==> config.mk <==
export PLATFORM = sky130hd
export DESIGN_NAME = quadra_rx_buffer
export DESIGN_NICKNAME = d
export VERILOG_FILES = /design/src/rtl/quadra_pkg.sv /design/src/rtl/quadra_rx_mem.sv /design/src/rtl/quadra_rx_buffer.sv
export SDC_FILE = /design/constraint.sdc
export NUM_CORES = 1
export LEC_CHECK = 0
export CAP_MARGIN = 20
export CORE_UTILIZATION = 46
export DETAILED_ROUTE_END_ITERATION = 8
export PLACE_DENSITY = 0.67
export SYNTH_ARGS = -nofsm -noshare
export SYNTH_HDL_FRONTEND = slang
export SYNTH_SLANG_ARGS = --single-unit
==> constraint.sdc <==
create_clock -name clk -period 3.17 [get_ports clk]
set_input_delay 0.7925 -clock clk [delete_from_list [all_inputs] [get_ports clk]]
set_output_delay 0.7925 -clock clk [all_outputs]
set_load 0.05 [all_outputs]
==> src/rtl/quadra_pkg.sv <==
// Shared types and constants for the quadra pipeline and its result buffer.
package quadra_pkg;

   localparam int QUADRA_LAT = 3;
   localparam int X_W        = 16;
   localparam int Y_W        = 16;

   typedef logic [X_W-1:0] x_t;
   typedef logic [Y_W-1:0] y_t;
   typedef logic           dv_t;
   typedef logic           ck_t;
   typedef logic           rs_t;

endpackage

==> src/rtl/quadra_rx_mem.sv <==
// Result storage for the rx buffer: one synchronous write port, one asynchronous read port.
module quadra_rx_mem
   import quadra_pkg::*;
#(
   parameter int DEPTH = 8
) (
   input  ck_t                      clk,
   input  logic                     we_i,
   input  logic [$clog2(DEPTH)-1:0] waddr_i,
   input  y_t                       wdata_i,
   input  logic [$clog2(DEPTH)-1:0] raddr_i,
   output y_t                       rdata_o
);

   y_t mem_q [DEPTH];

   // Storage array write; contents are deliberately left unreset.
   always_ff @(posedge clk) begin
      if (we_i) begin
         mem_q[waddr_i] <= wdata_i;
      end
   end

   assign rdata_o = mem_q[raddr_i];

endmodule

==> src/rtl/quadra_rx_buffer.sv <==
// Result FIFO behind the quadra pipeline with in-flight tracking and a credit output so the
// un-backpressured pipeline can never deliver into a full buffer.
module quadra_rx_buffer
   import quadra_pkg::*;
#(
   parameter int DEPTH    = 8,
   parameter int PIPE_LAT = QUADRA_LAT
) (
   input  ck_t                    clk,
   input  rs_t                    rst_b,
   input  dv_t                    x_dv_mon,
   output logic                   x_ready,
   input  y_t                     y,
   input  dv_t                    y_dv,
   output y_t                     m_data,
   output logic                   m_valid,
   input  logic                   m_ready,
   output logic [$clog2(DEPTH):0] level,
   output logic                   ovf,
   output logic                   unexp,
   input  logic                   err_clr
);

   localparam int AW = $clog2(DEPTH);
   localparam int LW = AW + 1;
   localparam int IW = $clog2(((DEPTH > PIPE_LAT) ? DEPTH : PIPE_LAT) + 1);
   localparam int SW = ((LW > IW) ? LW : IW) + 1;

   logic [AW-1:0] wr_ptr_q, wr_ptr_d;
   logic [AW-1:0] rd_ptr_q, rd_ptr_d;
   logic [LW-1:0] level_q, level_d;
   logic [IW-1:0] in_flight_q, in_flight_d;
   logic          ovf_q, ovf_d;
   logic          unexp_q, unexp_d;
   logic          m_valid_q, m_valid_d;
   y_t            m_data_q, m_data_d;
   y_t            mem_rdata_s;
   logic          full_s, rd_en_s, wr_en_s;
   logic          ovf_evt_s, unexp_evt_s;
   logic [SW-1:0] credit_sum_s;

   quadra_rx_mem #(
      .DEPTH (DEPTH)
   ) u_mem (
      .clk     (clk),
      .we_i    (wr_en_s),
      .waddr_i (wr_ptr_q),
      .wdata_i (y),
      .raddr_i (rd_ptr_d),
      .rdata_o (mem_rdata_s)
   );

   // Next-state for pointers, occupancy, in-flight count, sticky flags and output stage.
   always_comb begin
      full_s      = (level_q == LW'(DEPTH));
      rd_en_s     = m_valid_q & m_ready;
      wr_en_s     = y_dv & (~full_s | rd_en_s);
      ovf_evt_s   = y_dv & full_s & ~rd_en_s;
      unexp_evt_s = y_dv & (in_flight_q == IW'(0));

      wr_ptr_d    = wr_en_s ? (wr_ptr_q + AW'(1)) : wr_ptr_q;
      rd_ptr_d    = rd_en_s ? (rd_ptr_q + AW'(1)) : rd_ptr_q;
      level_d     = level_q + LW'(wr_en_s) - LW'(rd_en_s);
      // Saturate at zero: a result with nothing in flight is flagged, not counted.
      in_flight_d = in_flight_q + IW'(x_dv_mon) - IW'(y_dv & ~unexp_evt_s);

      ovf_d       = ovf_evt_s | (ovf_q & ~err_clr);
      unexp_d     = unexp_evt_s | (unexp_q & ~err_clr);

      m_valid_d   = (level_d != LW'(0));
      if (m_valid_d) begin
         // The new head is the word being written this cycle when it lands at the read slot.
         if (wr_en_s && (wr_ptr_q == rd_ptr_d)) begin
            m_data_d = y;
         end else begin
            m_data_d = mem_rdata_s;
         end
      end else begin
         m_data_d = m_data_q;
      end
   end

   // FIFO pointers.
   always_ff @(posedge clk or negedge rst_b) begin
      if (!rst_b) begin
         wr_ptr_q <= AW'(0);
         rd_ptr_q <= AW'(0);
      end else begin
         wr_ptr_q <= wr_ptr_d;
         rd_ptr_q <= rd_ptr_d;
      end
   end

   // Occupancy and in-flight counters.
   always_ff @(posedge clk or negedge rst_b) begin
      if (!rst_b) begin
         level_q     <= LW'(0);
         in_flight_q <= IW'(0);
      end else begin
         level_q     <= level_d;
         in_flight_q <= in_flight_d;
      end
   end

   // Sticky error flags.
   always_ff @(posedge clk or negedge rst_b) begin
      if (!rst_b) begin
         ovf_q   <= 1'b0;
         unexp_q <= 1'b0;
      end else begin
         ovf_q   <= ovf_d;
         unexp_q <= unexp_d;
      end
   end

   // Registered first-word-fall-through output stage.
   always_ff @(posedge clk or negedge rst_b) begin
      if (!rst_b) begin
         m_valid_q <= 1'b0;
         m_data_q  <= y_t'(0);
      end else begin
         m_valid_q <= m_valid_d;
         m_data_q  <= m_data_d;
      end
   end

   assign credit_sum_s = SW'(level_q) + SW'(in_flight_q);
   assign x_ready      = (credit_sum_s < SW'(DEPTH));
   assign m_valid      = m_valid_q;
   assign m_data       = m_data_q;
   assign level        = level_q;
   assign ovf          = ovf_q;
   assign unexp        = unexp_q;

endmodule

# Yosys cells after proc, flatten, opt, wreduce, memory -nomap -nowiden
# Memories as Yosys holds them, arrays and structs flattened. A register that Yosys moved wholly into a read port is not among the register bits.
# Cells that the tools add are included.
# Widths: inputs -> output; s select.
word_totals:
  mem_count: 1
  regBits: 17
  mem_bits_rw: 128
  wordCells: 38
memory_table:
  columns: ["name", "words", "word_bits", "read_ports", "rd_clocked_by_memory_dff", "wr", "line_no", "rtl"]
  rows:
  - ["u_mem.mem_q", 8, 16, 1, 1, 1, "quadra_rx_mem.sv:15", "y_t mem_q [DEPTH];"]
classes:
  bitwise: 15
  n_mux: 3
  addsub: 7
  magnitude_cmp: 1
  n_eq_ne: 1
  reduce_logical: 3
ops:
  columns: ["op", "n"]
  rows:
  - ["$add 4x1->4", 2]
  - ["$and 1x1->1", 7]
  - ["$add 3x1->3 const B", 2]
  - ["$add 4x4->5", 1]
  - ["$lt 5x4->1 const B", 1]
  - ["$and 1x4->4", 1]
  - ["$eq 4x4->1 const B", 1]
  - ["$logic_not 4->1", 1]
  - ["$not 1->4", 1]
  - ["$reduce_bool 4->1", 1]
  - ["$sub 4x1->4", 1]
  - ["$sub 4x4->4", 1]
  - ["$mux 3", 1]
  - ["$not 1->1", 3]
  - ["$or 1x1->1", 3]
  - ["$mux 1", 2]
  - ["$logic_not 1->1", 1]

# Longest topological paths before layout
# Gate-level depths: netlist of the first run.
depth:
  ltp_word: 7
  mapped_depth: 15
  ltp_nobuf: 14

# By module
# Synthesis of the first run repeated with hierarchy kept, for this count alone.
hier_totals:
  cells_unflattened: 355
  area_unflattened_um2: 6755.2
modules_own_cells:
  columns: ["mod", "cells_per_inst", "n_inst", "area_per_inst_um2"]
  rows:
  - ["quadra_rx_mem", 198, 1, 4973.5]
  - ["quadra_rx_buffer", 157, 1, 1781.7]

# Worst setup path before layout of the first run
# Ideal clock, no wire load.
synth_path:
  kind: "reg-to-output"
  start: "reg level_q[1] (netlist: level[1])"
  end: "out x_ready"
  path_stages_with_launch: 4
  path_slack_ps: -1367
  arrival_time_ps: 3745
  t_required_ps: 2378
  path_buffers: 0
  path_cell_list: "dfrtp_1 -> ha_1 -> a31o_2 -> a2111oi_0"
synth_between:
  elab_chain_cells: 2
synth_rtl:
  columns: ["element", "line_no", "rtl"]
  rows:
  - ["start, declared", "quadra_rx_buffer.sv:31", "logic [LW-1:0] level_q, level_d;"]
  - ["start signal, assigned", "quadra_rx_buffer.sv:100", "level_q <= level_d;"]
  - ["$add 4x4->5", "quadra_rx_buffer.sv:127", "assign credit_sum_s = SW'(level_q) + SW'(in_flight_q);"]
  - ["$lt 5x4->1", "quadra_rx_buffer.sv:128", "assign x_ready = (credit_sum_s < SW'(DEPTH));"]
  - ["end, declared", "quadra_rx_buffer.sv:12", "output logic x_ready,"]
# Every way passes these cells.

# Final worst setup path of the first run
layout_path:
  start: "in m_ready"
  end: "reg m_data_q[1] (netlist: m_data[1]), read port of u_mem.mem_q"
layout_between:
  elab_chain_cells: 6
layout_rtl:
  columns: ["element", "line_no", "rtl"]
  rows:
  - ["start, declared", "quadra_rx_buffer.sv:17", "input logic m_ready,"]
  - ["$and 1x1->1 *", "quadra_rx_buffer.sv:56", "rd_en_s = m_valid_q & m_ready;"]
  - ["$or 1x1->1", "quadra_rx_buffer.sv:57", "wr_en_s = y_dv & (~full_s | rd_en_s);"]
  - ["$and 1x1->1", "quadra_rx_buffer.sv:57", null]
  - ["$add 4x1->4", "quadra_rx_buffer.sv:63", "level_d = level_q + LW'(wr_en_s) - LW'(rd_en_s);"]
  - ["$sub 4x1->4 *", "quadra_rx_buffer.sv:63", null]
  - ["net level_d[1]", "quadra_rx_buffer.sv:31", null]
  - ["$reduce_bool 4->1 *", "quadra_rx_buffer.sv:70", "m_valid_d = (level_d != LW'(0));"]
  - ["end, declared", "quadra_rx_buffer.sv:36", "y_t m_data_q, m_data_d;"]
# The timed path passes the listed nets; every way through them passes the cells marked *.
# A chain may end at the register's enable or synchronous reset.

==> summary.txt, run 1 <==
Clk slew on worst S/H paths: 0.06 ns
H-tree Lvls: 4
Critical Path Max Stage Delay: 0.50 ns
Initial DRC count: 368
Count leader, synth: edfxtp_1
Die Span X: 124 um
Area Overhead vs Synth: 21.5%
First-pass GRT wire length: 24.4 mm
Synth top cells by count: edfxtp_1, nand2_1, a21oi_1
Required time worst endpoint: 3.46 ns
Syn Inst Count: 513
# rows: 44
Total clock buffers created by CTS: 17
Seq/Total Area, Yosys: 0.678
Die Footprint: 15500 um^2
Routed Antenna Nets: 0
Overall global routing resource usage: 0.209
Die Y-Extent: 124 um
Root Driver: clkbuf_16
Leakage Power: 0.00309 uW
Post-synth top area share: 0.558
Warnings from Yosys: 0
Worst-Margin Slew: 0.838 ns
Status: complete, no violations
Drt first pass iters: 5
Non-Filler Instances: 778
Clk sinks: 161
Final instance area: 8360 um^2
P per Cell Area: 1150 nW/um^2
Via count: 4432
Routed vias/inst: 5.70
Nets: 620
WL/cell: 19.8 um
Worst path cell trace: dlygate4sd2_1 -> nand2_4 -> a31oi_4 -> inv_2 -> ha_1 -> inv_1 -> ha_2 -> inv_1 -> fa_1 -> inv_2 -> nor4_4 -> buf_4 -> inv_6 -> nand4_1 -> o311ai_2
VDD IR max: 0.491 mV
Fmax: 345 MHz
HPWL after DPL: 9.04 mm
Max clock buf depth: 2
Final min period: 2.90 ns
Synth area leader: edfxtp_1
Final period util: 0.914
Synthesized cell area: 6890 um^2
Syn_nets: 552
DRT Wirelength: 15.4 mm
Routability cong.: 0.770
Final Slew Violations: 0
Type of origin of the critical path: input pin
Core ar.: 14600 um^2
Maxcap violations: 0
Avg Cell Area, Syn: 13.4 um^2
Setup CP Type: input pin to register
Latest clock arrival within the worst-skew pair: 0.42 ns
CP max stage cell: fa_1
WP data arrival: 3.18 ns
Asr flop ratio synth: 0.205
Rel. slew slack: 0.442
FF+latch count, synth: 161
Drc violations: 0
# IOs: 46
Largest net degree at the start of global routing: 45
Initial antenna violation count: 0
Placed inst area: 7770 um^2
Largest cells by area after synthesis: edfxtp_1, dfrtp_1, a21oi_1
Antenna cells: 0
Port buffer count: 45
Hold WS: 0.483 ns
Final Hold Fails: 0
Ys flop type: edfxtp_1
RSZ-0062 raised after global routing: no
Min-delay worst type: input pin to async pin
Starting density of the core: 0.472
Skew final: 0.00993 ns
Cell variety after synth: 45
Number of enable flip-flop cells after synthesis: 128
Vias in the first global route: 4544
Total grt overflow: 0
Setup crit end kind: register
Number of setup violations in the final report: 0
Final setup TNS: 0 ns
Ratio of cells with drive above 1 in the final layout: 0.185
Crit path max fanout: 17
Number of instances in the placed design: 745
CTS tree: done
-- flip-flops by register name (all words and copies together) (netlist names) --
signal       cells
u_mem.mem_q    128
m_data          16
in_flight_q      4
level            4
rd_ptr_q         3
wr_ptr_q         3
m_valid          1
ovf              1
unexp            1
-- critical path: cells and delay by family --
family                     cells  cell delay (ns)
buffers and inverters          7             0.75
and+or+nand+nor                3             0.46
AOI/OAI and AO/OA              2             0.26
adders and majority gates      3             0.93
-- metal layers --
metal  share of wire  wire [um]  track usage
met3           0.058        896       0.0520
met2            0.51       7890        0.345
met4          0.0097        149       0.0609
met1            0.42       6480        0.272
met5               0          0            0
-- logic make-up after synthesis --
family / share of synthesized area
adder cells (fa/ha/maj): 0.0331
AND/OR/NAND/NOR: 0.0758
buffers and inverters: 0.0471
flip-flops: 0.678
XOR/XNOR: 0.0173
AO/OA/AOI/OAI: 0.138
multiplexers: 0.0109
-- worst paths after layout --
kind	start	cells past startpoint	slack, ns	end
max in group asynchronous	rst_b	1	2.10	level[1]$_DFF_PN0_
min in group clk	m_data[14]$_DFFE_PN0P_	2	0.51	m_data[14]$_DFFE_PN0P_
min reg2reg	m_data[14]$_DFFE_PN0P_	2	0.51	m_data[14]$_DFFE_PN0P_
max	m_ready	15	0.27	m_data[1]$_DFFE_PN0P_
max reg2reg	level[2]$_DFF_PN0_	15	0.31	m_data[1]$_DFFE_PN0P_
min	rst_b	1	0.48	unexp$_DFF_PN0_
-- power by group --
| part | switching [uW] | total (uW) | leakage (uW) | internal [uW] |
|---|---|---|---|---|
| sequential | 337 | 3130 | 0.00154 | 2790 |
| combinational | 2740 | 4520 | 0.00127 | 1770 |
| clock | 841 | 1940 | 0.000276 | 1100 |
-- timing repair --
| action | in CTS | in global routing |
|---|---|---|
| resized for setup | 3 | 4 |
| hold buffers | 0 | 0 |
| setup endpoints to repair | 11 | 16 |
| buffers inserted | 1 | 0 |
| pin swaps | 1 | 2 |
-- cell usage in the layout, fill, tap and decap left out, types with 7 or more instances in the layout --
cell	n
inv_1	35
dfrtp_1	28
o311ai_1	15
a22oi_1	30
nand4_1	16
a21oi_2	10
ha_1	13
nand2_1	81
buf_4	27
clkdlybuf4s50_1	41
edfxtp_1	128
o21ai_0	7
a21oi_1	62
clkbuf_16	17
-- final cells by class --
| class | instances | area, um^2 |
|---|---|---|
| clock buffer | 19 | 433 |
| clock inverter | 13 | 133 |
| fill | 1148 | 6220 |
| inverter | 41 | 161 |
| multi-input combinational | 284 | 1990 |
| sequential | 161 | 4680 |
| tap | 184 | 230 |
| timing repair buffer | 76 | 739 |
-- through the flow --
step / setup slack [ns] / total power [uW] / utilization
floorplan: -0.0181 / 6290 / -
global placement: -0.363 / 7450 / 0.533
detailed placement: -0.482 / 7610 / 0.533
CTS: 0.0168 / 9610 / 0.572
global route: 0.107 / 10100 / 0.573
finish: 0.273 / 9580 / 0.573
Power figures use the tool's default switching activity.
==> inputs of run 2 (changes only) <==
Settings changed: CORE_UTILIZATION 46 to 53, PLACE_DENSITY 0.67 to 0.76.
==> run 2 against run 1 <==
  * Count of clock-buffer cells in the layout grew 1
  * Total power shrank 1.0%
  * Fmax grew 1.4%
  * Global-route usage grew 3.1 points
  * First-iteration DRC count grew 4.1%
  * Sequential share of layout area grew 0.32 points
  * Utilization grew 8.6 points
  * Clock skew is essentially flat
  * Via count grew 0.88%
  * Setup slack gained 0.041 ns
  * Non-clock buffer count is the same
  * Cell count shrank 1.5%
  * Critical path type is now register to register
  * Largest cell class unchanged
==> summary.txt, run 2 (synthesis results as in run 1) <==
P per Cell Area: 1140 nW/um^2 (-0.44%)
CTS tree: done
Hold_buf cts: 0 (unchanged)
Setup CP Type: register to register
Status: complete, no violations
Final Slew Violations: 0 (unchanged)
Starting density of the core: 0.546 (+0.0737)
Drt first pass iters: 5 (unchanged)
Die Footprint: 13500 um^2 (-13%)
Reg with most FFs: u_mem.mem_q
Fmax: 350 MHz (+1.4%)
Routed vias/inst: 5.84 (+2.5%)
Pre-CTS setup slack: -0.447 ns (+0.0348 ns)
# IOs: 46 (unchanged)
Fin worst setup slack: 0.314 ns (+0.0410 ns)
Via count: 4471 (+0.88%)
CP Buf/Inv Count: 7 (unchanged)
Total grt overflow: 0 (unchanged)
Die Span X: 116 um (-6.7%)
Skew final: 0.00972 ns (-0.000202 ns)
HPWL after DPL: 8.70 mm (-3.8%)
Nets: 620 (unchanged)
Util after Layout: 0.659 (+0.0857)
H-tree Lvls: 4 (unchanged)
RSZ-0062 raised after global routing: no
Port buffer count: 45 (unchanged)
Final min period: 2.86 ns (-0.0410 ns)
Number of setup violations in the final report: 0 (unchanged)
VDD IR max: 0.509 mV (+3.6%)
Min-delay worst type: input pin to async pin
Max reg flops: 128 (unchanged)
Area Overhead vs Synth: 20.8%
Clk sinks: 161 (unchanged)
First-pass GRT wire length: 23.1 mm (-5.3%)
Final Hold Fails: 0 (unchanged)
Total clock buffers created by CTS: 17 (unchanged)
Leakage Power: 0.00308 uW (-0.50%)
Core ar.: 12600 um^2 (-13%)
Required time worst endpoint: 3.48 ns (+0.02 ns)
WL/cell: 19.7 um (-0.45%)
Initial antenna violation count: 0 (unchanged)
Overall global routing resource usage: 0.239 (+0.0306)
Max clock buf depth: 2 (unchanged)
Most common cell after layout, fill and taps aside: edfxtp_1
Routed Antenna Nets: 0 (unchanged)
Ratio of cells with drive above 1 in the final layout: 0.184 (-0.00168)
Largest net degree at the start of global routing: 34 (-24%)
Latest clock arrival within the worst-skew pair: 0.42 ns (about the same)
CP most frequent cell: inv_1
Most frequent cells in the layout: edfxtp_1, nand2_1, a21oi_1, clkdlybuf4s50_1, inv_1
Rel. slew slack: 0.432 (-0.00972)
Critical path's top delay family: adder cells
Root Driver: clkbuf_16
Worst path cell trace: inv_1 -> ha_2 -> a31oi_4 -> inv_2 -> ha_1 -> inv_1 -> ha_2 -> inv_1 -> fa_1 -> inv_2 -> nor4_4 -> buf_6 -> buf_8 -> nand2_1 -> o311ai_1
Setup crit end kind: register
Clk slew on worst S/H paths: 0.06 ns (about the same)
Drc violations: 0 (unchanged)
WP data arrival: 3.16 ns (-0.02 ns)
Final period util: 0.901 (-0.0129)
Crit path max fanout: 13 (-4)
Type of origin of the critical path: register
DRT Wirelength: 15.1 mm (-2.0%)
Initial DRC count: 383 (+4.1%)
Die Y-Extent: 116 um (-6.7%)
# rows: 41 (-6.8%)
CP max stage cell: fa_1
Non-Filler Instances: 766 (-1.5%)
Maxcap violations: 0 (unchanged)
Number of instances in the placed design: 732 (-1.7%)
Final setup TNS: 0 ns (unchanged)
Antenna cells: 0 (unchanged)
Routability cong.: 0.793 (+3.0%)
Hold WS: 0.472 ns (-0.0109 ns)
Critical Path Max Stage Delay: 0.49 ns (about the same)
Worst-Margin Slew: 0.852 ns (+0.0146 ns)
Vias in the first global route: 4386 (-3.5%)
[run 2: stage by stage]
step / instance area, um^2 / total power [uW]
5_1_grt: 8320 / 10000
2_1_floorplan: 6950 / 6290
3_5_place_dp: 7710 / 7520
3_3_place_gp: 7710 / 7340
6_report: 8320 / 9490
4_1_cts: 8260 / 9390
[run 2: per-layer routing]
layer | track usage | up-vias | share of wire
li1 | - | 2045 | -
met5 | 0 | - | 0
met2 | 0.388 | 203 | 0.50
met3 | 0.0528 | 24 | 0.078
met1 | 0.323 | 2199 | 0.41
met4 | 0.0786 | 0 | 0.017
[run 2: worst register-to-register path: cells and delay by family (launching register included)]
family	cells	cell delay, ns
compound gates	2	0.26
fa+ha+maj	4	1.14
buf+inv	7	0.65
flops	1	0.37
simple gates	2	0.32
[run 2: cell type report]
class,instances,area (um^2)
tap,172,215
clock inverter,12,86.3
inverter,41,164
sequential,161,4680
fill,928,4300
clock buffer,20,437
timing repair buffer,76,747
multi-input combinational,284,1990
[run 2: path summary, 6_finish.rpt]
kind,end,depth (start not counted),from,slack (ns)
max in group asynchronous,level[1]$_DFF_PN0_,1,rst_b,2.09
min reg2reg,m_data[1]$_DFFE_PN0P_,2,m_data[1]$_DFFE_PN0P_,0.51
max,m_data[14]$_DFFE_PN0P_,15,level[2]$_DFF_PN0_,0.31
max reg2reg,m_data[14]$_DFFE_PN0P_,15,level[2]$_DFF_PN0_,0.31
min in group clk,m_data[1]$_DFFE_PN0P_,2,m_data[1]$_DFFE_PN0P_,0.51
min,ovf$_DFF_PN0_,1,rst_b,0.47
[run 2: power breakdown]
group          leakage, uW  switching [uW]  total, uW  internal [uW]
clock             0.000251             803       1800           1000
combinational      0.00128            2770       4560           1800
sequential         0.00154             326       3120           2790
total              0.00308            3890       9490           5590
[run 2: timing repair]
action	CTS	global route
pin swaps	1	1
setup endpoints to repair	16	16
gates resized for setup	5	9
gates cloned	0	1
buffers inserted	1	0
